==> src/rtl/plab4_net_inject_adapter_if.sv <==
// Terminal-side and router-side handshake bundle for the inject adapter.
// master drives terminal messages and router ready; slave is the adapter.
interface plab4_net_inject_adapter_if #(
    parameter int p_num_routers   = 8,
    parameter int p_payload_nbits = 32,
    parameter int p_opaque_nbits  = 8
);
    localparam int c_dest_nbits = $clog2(p_num_routers);
    localparam int c_msg_nbits  =
        2*c_dest_nbits + p_opaque_nbits + p_payload_nbits;

    logic                       in_val;
    logic                       in_rdy;
    logic [c_dest_nbits-1:0]    in_dest;
    logic [p_payload_nbits-1:0] in_payload;
    logic                       in_sd;
    logic                       out_val;
    logic                       out_rdy;
    logic [c_msg_nbits-1:0]     out_msg;
    logic                       out_sd;

    modport master (
        output in_val, in_dest, in_payload, in_sd, out_rdy,
        input  in_rdy, out_val, out_msg, out_sd
    );

    modport slave (
        input  in_val, in_dest, in_payload, in_sd, out_rdy,
        output in_rdy, out_val, out_msg, out_sd
    );
endinterface

==> src/rtl/plab4_net_inject_adapter.sv <==
// Source-side ring adapter: stamps src and per-domain opaque tags,
// buffers two packets and injects them into the router terminal input.
module plab4_net_inject_adapter #(
    parameter int p_router_id     = 0,
    parameter int p_num_routers   = 8,
    parameter int p_payload_nbits = 32,
    parameter int p_opaque_nbits  = 8
) (
    input logic clk,
    input logic reset,
    plab4_net_inject_adapter_if.slave io
);
    localparam int c_dest_nbits = $clog2(p_num_routers);
    localparam int c_msg_nbits  =
        2*c_dest_nbits + p_opaque_nbits + p_payload_nbits;
    localparam logic [c_dest_nbits-1:0] c_src =
        c_dest_nbits'(p_router_id);

    logic [c_msg_nbits-1:0]    data [2];
    logic [1:0]                sds;
    logic [p_opaque_nbits-1:0] opq [2];
    logic                      head;
    logic                      tail;
    logic [1:0]                count;
    logic                      live;
    logic                      enq;
    logic                      deq;

    // live keeps in_rdy low until the first edge after reset release
    assign io.in_rdy  = live && (count != 2'd2);
    assign io.out_val = (count != 2'd0);
    assign io.out_msg = io.out_val ? data[head] : '0;
    assign io.out_sd  = io.out_val & sds[head];

    assign enq = io.in_val && io.in_rdy;
    assign deq = io.out_val && io.out_rdy;

    always_ff @(posedge clk or negedge reset) begin
        if (!reset) begin
            data  <= '{default: '0};
            sds   <= '0;
            opq   <= '{default: '0};
            head  <= 1'b0;
            tail  <= 1'b0;
            count <= 2'd0;
            live  <= 1'b0;
        end else begin
            live <= 1'b1;
            if (enq) begin
                data[tail] <= {io.in_dest, c_src,
                               opq[io.in_sd], io.in_payload};
                sds[tail]  <= io.in_sd;
                tail       <= tail + 1'b1;
                opq[io.in_sd] <= opq[io.in_sd] + 1'b1;
            end
            if (deq) begin
                head <= head + 1'b1;
            end
            case ({enq, deq})
                2'b10:   count <= count + 2'd1;
                2'b01:   count <= count - 2'd1;
                default: count <= count;
            endcase
        end
    end
endmodule
==> src/flat_wrapper.sv <==
// flat-port wrapper written by rule: the top's interface ports become plain ports
module plab4_net_inject_adapter_flat 
#(
    parameter int p_router_id     = 0,
    parameter int p_num_routers   = 8,
    parameter int p_payload_nbits = 32,
    parameter int p_opaque_nbits  = 8
)
  (clk, reset, io_in_val, io_in_dest, io_in_payload, io_in_sd, io_out_rdy, io_in_rdy, io_out_val, io_out_msg, io_out_sd);
  plab4_net_inject_adapter_if #(.p_num_routers(p_num_routers), .p_payload_nbits(p_payload_nbits), .p_opaque_nbits(p_opaque_nbits)) io_i ();
  input logic clk;
  input logic reset;
  input wire logic [$bits(io_i.in_val)-1:0] io_in_val;
  input wire logic [$bits(io_i.in_dest)-1:0] io_in_dest;
  input wire logic [$bits(io_i.in_payload)-1:0] io_in_payload;
  input wire logic [$bits(io_i.in_sd)-1:0] io_in_sd;
  input wire logic [$bits(io_i.out_rdy)-1:0] io_out_rdy;
  output wire logic [$bits(io_i.in_rdy)-1:0] io_in_rdy;
  output wire logic [$bits(io_i.out_val)-1:0] io_out_val;
  output wire logic [$bits(io_i.out_msg)-1:0] io_out_msg;
  output wire logic [$bits(io_i.out_sd)-1:0] io_out_sd;
  assign io_i.in_val = io_in_val;
  assign io_i.in_dest = io_in_dest;
  assign io_i.in_payload = io_in_payload;
  assign io_i.in_sd = io_in_sd;
  assign io_i.out_rdy = io_out_rdy;
  assign io_in_rdy = io_i.in_rdy;
  assign io_out_val = io_i.out_val;
  assign io_out_msg = io_i.out_msg;
  assign io_out_sd = io_i.out_sd;
  plab4_net_inject_adapter #(.p_router_id(p_router_id), .p_num_routers(p_num_routers), .p_payload_nbits(p_payload_nbits), .p_opaque_nbits(p_opaque_nbits)) u_core (.clk(clk), .reset(reset), .io(io_i));
endmodule
==> config.mk <==
export PLATFORM = sky130hd
export DESIGN_NAME = plab4_net_inject_adapter_flat
export DESIGN_NICKNAME = d
export VERILOG_FILES = /design/src/rtl/plab4_net_inject_adapter_if.sv /design/src/rtl/plab4_net_inject_adapter.sv /design/src/flat_wrapper.sv
export SDC_FILE = /design/constraint.sdc
export NUM_CORES = 1
export LEC_CHECK = 0
export ABC_AREA = 1
export CORE_MARGIN = 2
export CORE_UTILIZATION = 53
export DETAILED_ROUTE_END_ITERATION = 16
export PLACE_DENSITY_LB_ADDON = 0.12
export SYNTH_ARGS = -nofsm -noshare
export SYNTH_HDL_FRONTEND = slang
export SYNTH_SLANG_ARGS = --single-unit
==> constraint.sdc <==
create_clock -name clk -period 1.75 [get_ports clk]
set_input_delay 0.4375 -clock clk [delete_from_list [all_inputs] [get_ports clk]]
set_output_delay 0.4375 -clock clk [all_outputs]
set_load 0.03 [all_outputs]
# Word level (Yosys, flattened, before mapping)
# Index checks and enable logic that the tools add are counted.
[classes] add_sub_neg=5 mux=19 bitwise_logic=4 n_reduce_logical=8 n_eq_ne=3 n_lt_le_gt_ge=8
[op_table] cell="$mux 46" count=5
[op_table] cell="$bwmux 92" count=1
[op_table] cell="$demux 46 s1" count=1
[op_table] cell="$mux 8" count=4
[op_table] cell="$bwmux 16" count=1
[op_table] cell="$add 8x1->8 const B" count=1
[op_table] cell="$demux 8 s1" count=1
[op_table] cell="$ge 2x2->1 const B" count=3
[op_table] cell="$logic_and 1x1->1" count=6
[op_table] cell="$not 1->2" count=3
[op_table] cell="$lt 1x2->1 const B" count=2
[op_table] cell="$lt 2x1->1 const B" count=2
[op_table] cell="$pmux 2 s2" count=1
[op_table] cell="$reduce_bool 2->1" count=2
[op_table] cell="$mux 1" count=3
[op_table] cell="$add 1x1->1 const B" count=2
[op_table] cell="$add 2x1->2 const B" count=1
[op_table] cell="$bwmux 2" count=1
[op_table] cell="$eq 2x1->1 const B" count=1
[op_table] cell="$eq 2x2->1 const B" count=1
[op_table] cell="$ne 2x2->1 const B" count=1
[op_table] cell="$sub 2x1->2 const B" count=1
[op_table] cell="$and 1x1->1" count=1
[op_table] cell="$demux 1 s1" count=1
[op_table] cell="$ge 1x1->1 const B" count=1
[totals] inputBits=40 out_inout_bits=49 regBits=115

# Depth between registers and ports, before layout
[depth] word_depth=6 ltp_mapped=12 depth_no_buf=10

# Worst setup path before layout
# Ideal clock, no wire load.
[synth_timing] kind="reg2out" start="register u_core.count[1]" end="output port io_out_msg[27]" path_stages_with_launch=7 arrival_time_ps=1605 path_slack_ps=-293 required_time_ps=1312 n_path_buf=2 cell_sequence="dfrtp_1 > nor2_2 > inv_1 > clkbuf_2 > buf_2 > o21ai_0 > a21oi_1"
[synth_between] elab_chain_len=2
[synth_lines] item="from (decl)" line="plab4_net_inject_adapter.sv:24" source="logic [1:0] count;"
[synth_lines] item="from (signal assigned)" line="plab4_net_inject_adapter.sv:60" source="2'b10: count <= count + 2'd1;"
[synth_lines] item="from (signal assigned)" line="plab4_net_inject_adapter.sv:61" source="2'b01: count <= count - 2'd1;"
[synth_lines] item="from (signal assigned)" line="plab4_net_inject_adapter.sv:62" source="default: count <= count;"
[synth_lines] item="$reduce_bool 2->1" line="plab4_net_inject_adapter.sv:31" source="assign io.out_val = (count != 2'd0);"
[synth_lines] item="net io_out_val" line="flat_wrapper.sv:19" source="output wire logic [$bits(io_i.out_val)-1:0] io_out_val;"
[synth_lines] item="$mux 46" line="plab4_net_inject_adapter.sv:32" source="assign io.out_msg = io.out_val ? data[head] : '0;"
[synth_lines] item="to (decl)" line="flat_wrapper.sv:20" source="output wire logic [$bits(io_i.out_msg)-1:0] io_out_msg;"
# The timed path passes the listed nets, and every way through them passes these cells.

# Worst setup path after layout
[layout_timing] start="register u_core.count[1]" end="output port io_out_msg[0]"
[layout_between] elab_chain_len=2
[layout_lines] item="$reduce_bool 2->1" line="plab4_net_inject_adapter.sv:31"
[layout_lines] item="$mux 46" line="plab4_net_inject_adapter.sv:32"
# Every way passes these cells.

==> impl_metrics.py <==
metrics = {
    "final_layout": {
        "finalNetCount": 767,
        "antenna_cells": 0,
        "areaGrowthSynthToFinish_pct": 36.27,
        "drive_gt1_share_pct": 25.62,
        "fin_area_mm2": 0.006825,
    },
    "placed_design": {
        "place_congestion": 0.9684,
        "io_buffers": 85,
        "placed_area_mm2": 0.006138,
        "dp_hpwl_um": 7773,
    },
    "detailed_routing": {
        "wl_per_cell_um": 15.42,
        "routed_wl_um": 12970,
        "drc": 0,
        "firstDrtPassIters": 5,
        "dr.first_iter.drc_count": 244,
        "vias": 4352,
        "vias_per_cell": 5.175,
        "ant_nets": 0,
    },
    "grt": {
        "grt_pass1_wl_um": 20830,
        "grtUsageTotal_pct": 25.92,
        "first_global_vias": 4375,
        "grt_max_degree": 77,
        "grt.overflow.total": 0,
        "antenna_found_initial": 0,
    },
    "clock_network": {
        "cts-root-buf": "clkbuf_8",
        "h-tree-depth": 3,
        "cts_tree": "built",
        "numCtsBuffers": 9,
        "clockBufferDepth": 2,
        "cts.sinks": 109,
        "clk_pin_slew_ns": 0.11,
        "clk_latency_ns": 0.37,
        "cts_hold_buf": 0,
    },
    "power_and_ir_drop": {
        "p_leak_uw": 0.003296,
        "power_density_mw_per_mm2": 2026,
        "ir_drop_mv": 0.9903,
        "finalPower_uw": 13830,
    },
    "timing": {
        "skew_ns": 0.01383,
        "final.setup.tns_ns": -10.90,
        "finalSetupViolCount": 46,
        "hold_ws_ns": 0.04721,
        "min_period_ns": 2.064,
        "hold_viol": 0,
        "fmax_ghz": 0.4845,
        "timing.final.crit_share_pct": 117.9,
        "slew_viol_final": 0,
        "rsz0062_at_grt": "true",
        "worst_slack_ns": -0.3139,
    },
    "synthesis": {
        "syn-mean-instance-area_um2": 8.131,
        "ys_ff_latch": 109,
        "syn_area_mm2": 0.005009,
        "yosysSeqAreaShare_pct": 54.46,
        "ys_types": 23,
        "yosysMostFrequentCell": "nand2_1",
        "synth_edf_count": 0,
        "synthTopCellsByArea": "dfrtp_1 (54%), nand2_1 (18%), o21ai_0 (7.2%)",
        "synth-async-reset-ratio_pct": 100.0,
        "synth_top_area_share_pct": 54.46,
        "synth_top_flop_cell": "dfrtp_1",
        "synth_common_cells": "nand2_1 (246), dfrtp_1 (109), o21ai_0 (72), inv_1 (48), a21oi_1 (45)",
        "ys_warn_count": 0,
        "yosysTopAreaCell": "dfrtp_1",
        "netlist_instances": 616,
    },
    "floorplan": {
        "rows": 35,
        "core_mm2": 0.009196,
        "fp.dieW_um": 101.2,
        "die_area_mm2": 0.01024,
        "die_h_um": 101.2,
        "start_util_pct": 54.46,
        "ios": 89,
    },
    "critical_path": {
        "reg2regPathDepth": 7,
        "r2r_slack_ns": 0.14,
        "crit_path_start_kind": "flop",
        "critPathRequiredTime_ns": 1.31,
        "cp-end-kind": "primary output",
        "r2r-end": "u_core.count[1]",
        "cp-endpoint": "io_out_msg[0]",
        "cp_data_arrival_time_ns": 1.63,
        "crit_chain": "nor2_4 -> clkinv_4 -> buf_12 -> o21ai_1 -> a21oi_4 -> buf_6",
        "cpPeakStageDelay_ns": 0.44,
        "rr_startpoint": "u_core.count[1]",
        "crit_fanout": 19,
        "worstSetupPathType": "flop to primary output",
        "cp_slowest_cell": "dfrtp_2",
        "crit_start": "u_core.count[1]",
    },
    "status": {
        "violations": "negative setup slack",
        "status": "finished, violations left",
    },
    "hold_path": {
        "hp-class": "input pin to async pin",
    },
    "flow_run": {
        "maxCapViolCount": 0,
    },
}
==> stage by stage <==
stage	setup slack, ns	cells	util [%]
4_1_cts	-0.2655	839	72.48
2_1_floorplan	-0.09530	618	-
5_1_grt	-0.3741	841	74.22
6_report	-0.3139	841	74.22
3_3_place_gp	-0.2428	814	66.75
3_5_place_dp	-0.3136	814	66.75
==> metal layers <==
metal | global-route usage [%] | routed length [µm] | vias to the layer above | share of wire (%)
met5 | 0 | 0 | - | 0
met3 | 3.934 | 509 | 16 | 3.9
met4 | 8.420 | 208 | 0 | 1.6
met2 | 44.42 | 6451 | 102 | 50
met1 | 34.08 | 5797 | 2099 | 45
li1 | - | - | 2135 | -
==> flip-flops by register name, indices dropped and copies added, names as in the netlist <==
register	count
u_core.sds	2
u_core.head	1
u_core.live	1
u_core.opq	16
u_core.tail	1
u_core.data	86
u_core.count	2
==> layout make-up <==
class	count	area (µm²)
sequential	109	2731
fill	666	2371
multi-input combinational	419	2117
timing repair buffer	132	1413
inverter	54	207.7
clock buffer	11	151.4
tap	111	138.9
clock inverter	5	66.31
==> worst max-delay path, delay by kind of cell (launching register included) <==
kind,cells,cell delay (ns)
buffers and inverters,3,0.42
AND/OR/NAND/NOR,1,0.16
flip-flops,1,0.44
AO/OA/AOI/OAI,2,0.21
==> report_power, final <==
| part | internal [µW] | switching, µW |
|---|---|---|
| clock network | 759 | 898 |
| logic | 3390 | 4740 |
| registers | 3510 | 526 |
==> how the worst min path moves through the flow <==
| stage | startpoint | end | slack [ns] | cells after the start |
|---|---|---|---|---|
| 6_report | reset | u_core.data[56] | 0.05 | 2 |
| 3_5_place_dp | u_core.data[47] | u_core.data[47] | 0.45 | 2 |
| 3_3_place_gp | u_core.data[59] | u_core.data[59] | 0.45 | 2 |
| 5_1_grt | reset | u_core.data[56] | 0.10 | 2 |
| 2_1_floorplan | reset | u_core.count[0] | 0.14 | 0 |
| 4_1_cts | reset | u_core.data[56] | 0.09 | 2 |
==> kinds of logic after synthesis <==
| logic type | Yosys count | share of synthesized area [%] |
|---|---|---|
| simple gates | 268 | 21.08 |
| other cells | 2 | 0.1499 |
| fa+ha+maj | 2 | 0.4995 |
| buf+inv | 90 | 8.743 |
| compound gates | 141 | 14.36 |
| flops | 109 | 54.46 |
| xor+xnor | 4 | 0.6996 |
==> placed cells by master (no fill, tap or decap) <==
| master | n |
|---|---|
| buf_4 | 50 |
| buf_16 | 4 |
| clkdlybuf4s50_1 | 38 |
| dfrtp_2 | 3 |
| bufinv_16 | 1 |
| buf_12 | 7 |
| dfrtp_1 | 106 |
| nor2_2 | 2 |
| xnor2_1 | 2 |
| clkinvlp_4 | 1 |
| ha_4 | 1 |
| o21ai_0 | 46 |
| a21oi_2 | 34 |
| nand2_4 | 1 |
| inv_8 | 1 |
| buf_8 | 2 |
| a21oi_4 | 4 |
| nor2_4 | 4 |
| conb_1 | 4 |
| o21ai_1 | 30 |
| ha_1 | 1 |
| o21ai_2 | 19 |
| a21boi_4 | 1 |
| clkbuf_8 | 11 |
| clkbuf_16 | 2 |
| nor2_1 | 5 |
| inv_1 | 47 |
| inv_6 | 1 |
| nand3_2 | 1 |
| a21oi_1 | 7 |
| inv_2 | 6 |
| buf_6 | 29 |
| nand3_1 | 9 |
| nand2_1 | 246 |
| xor2_1 | 2 |
| clkinv_4 | 2 |
==> repair_timing <==
item                       in CTS  in global routing
setup buffers                   5                  2
gates cloned                    4                  2
setup endpoints to repair      45                 50
pin swaps                       2                  1
resized for setup              62                 34
Note: power is estimated with default switching activity, not from simulation.
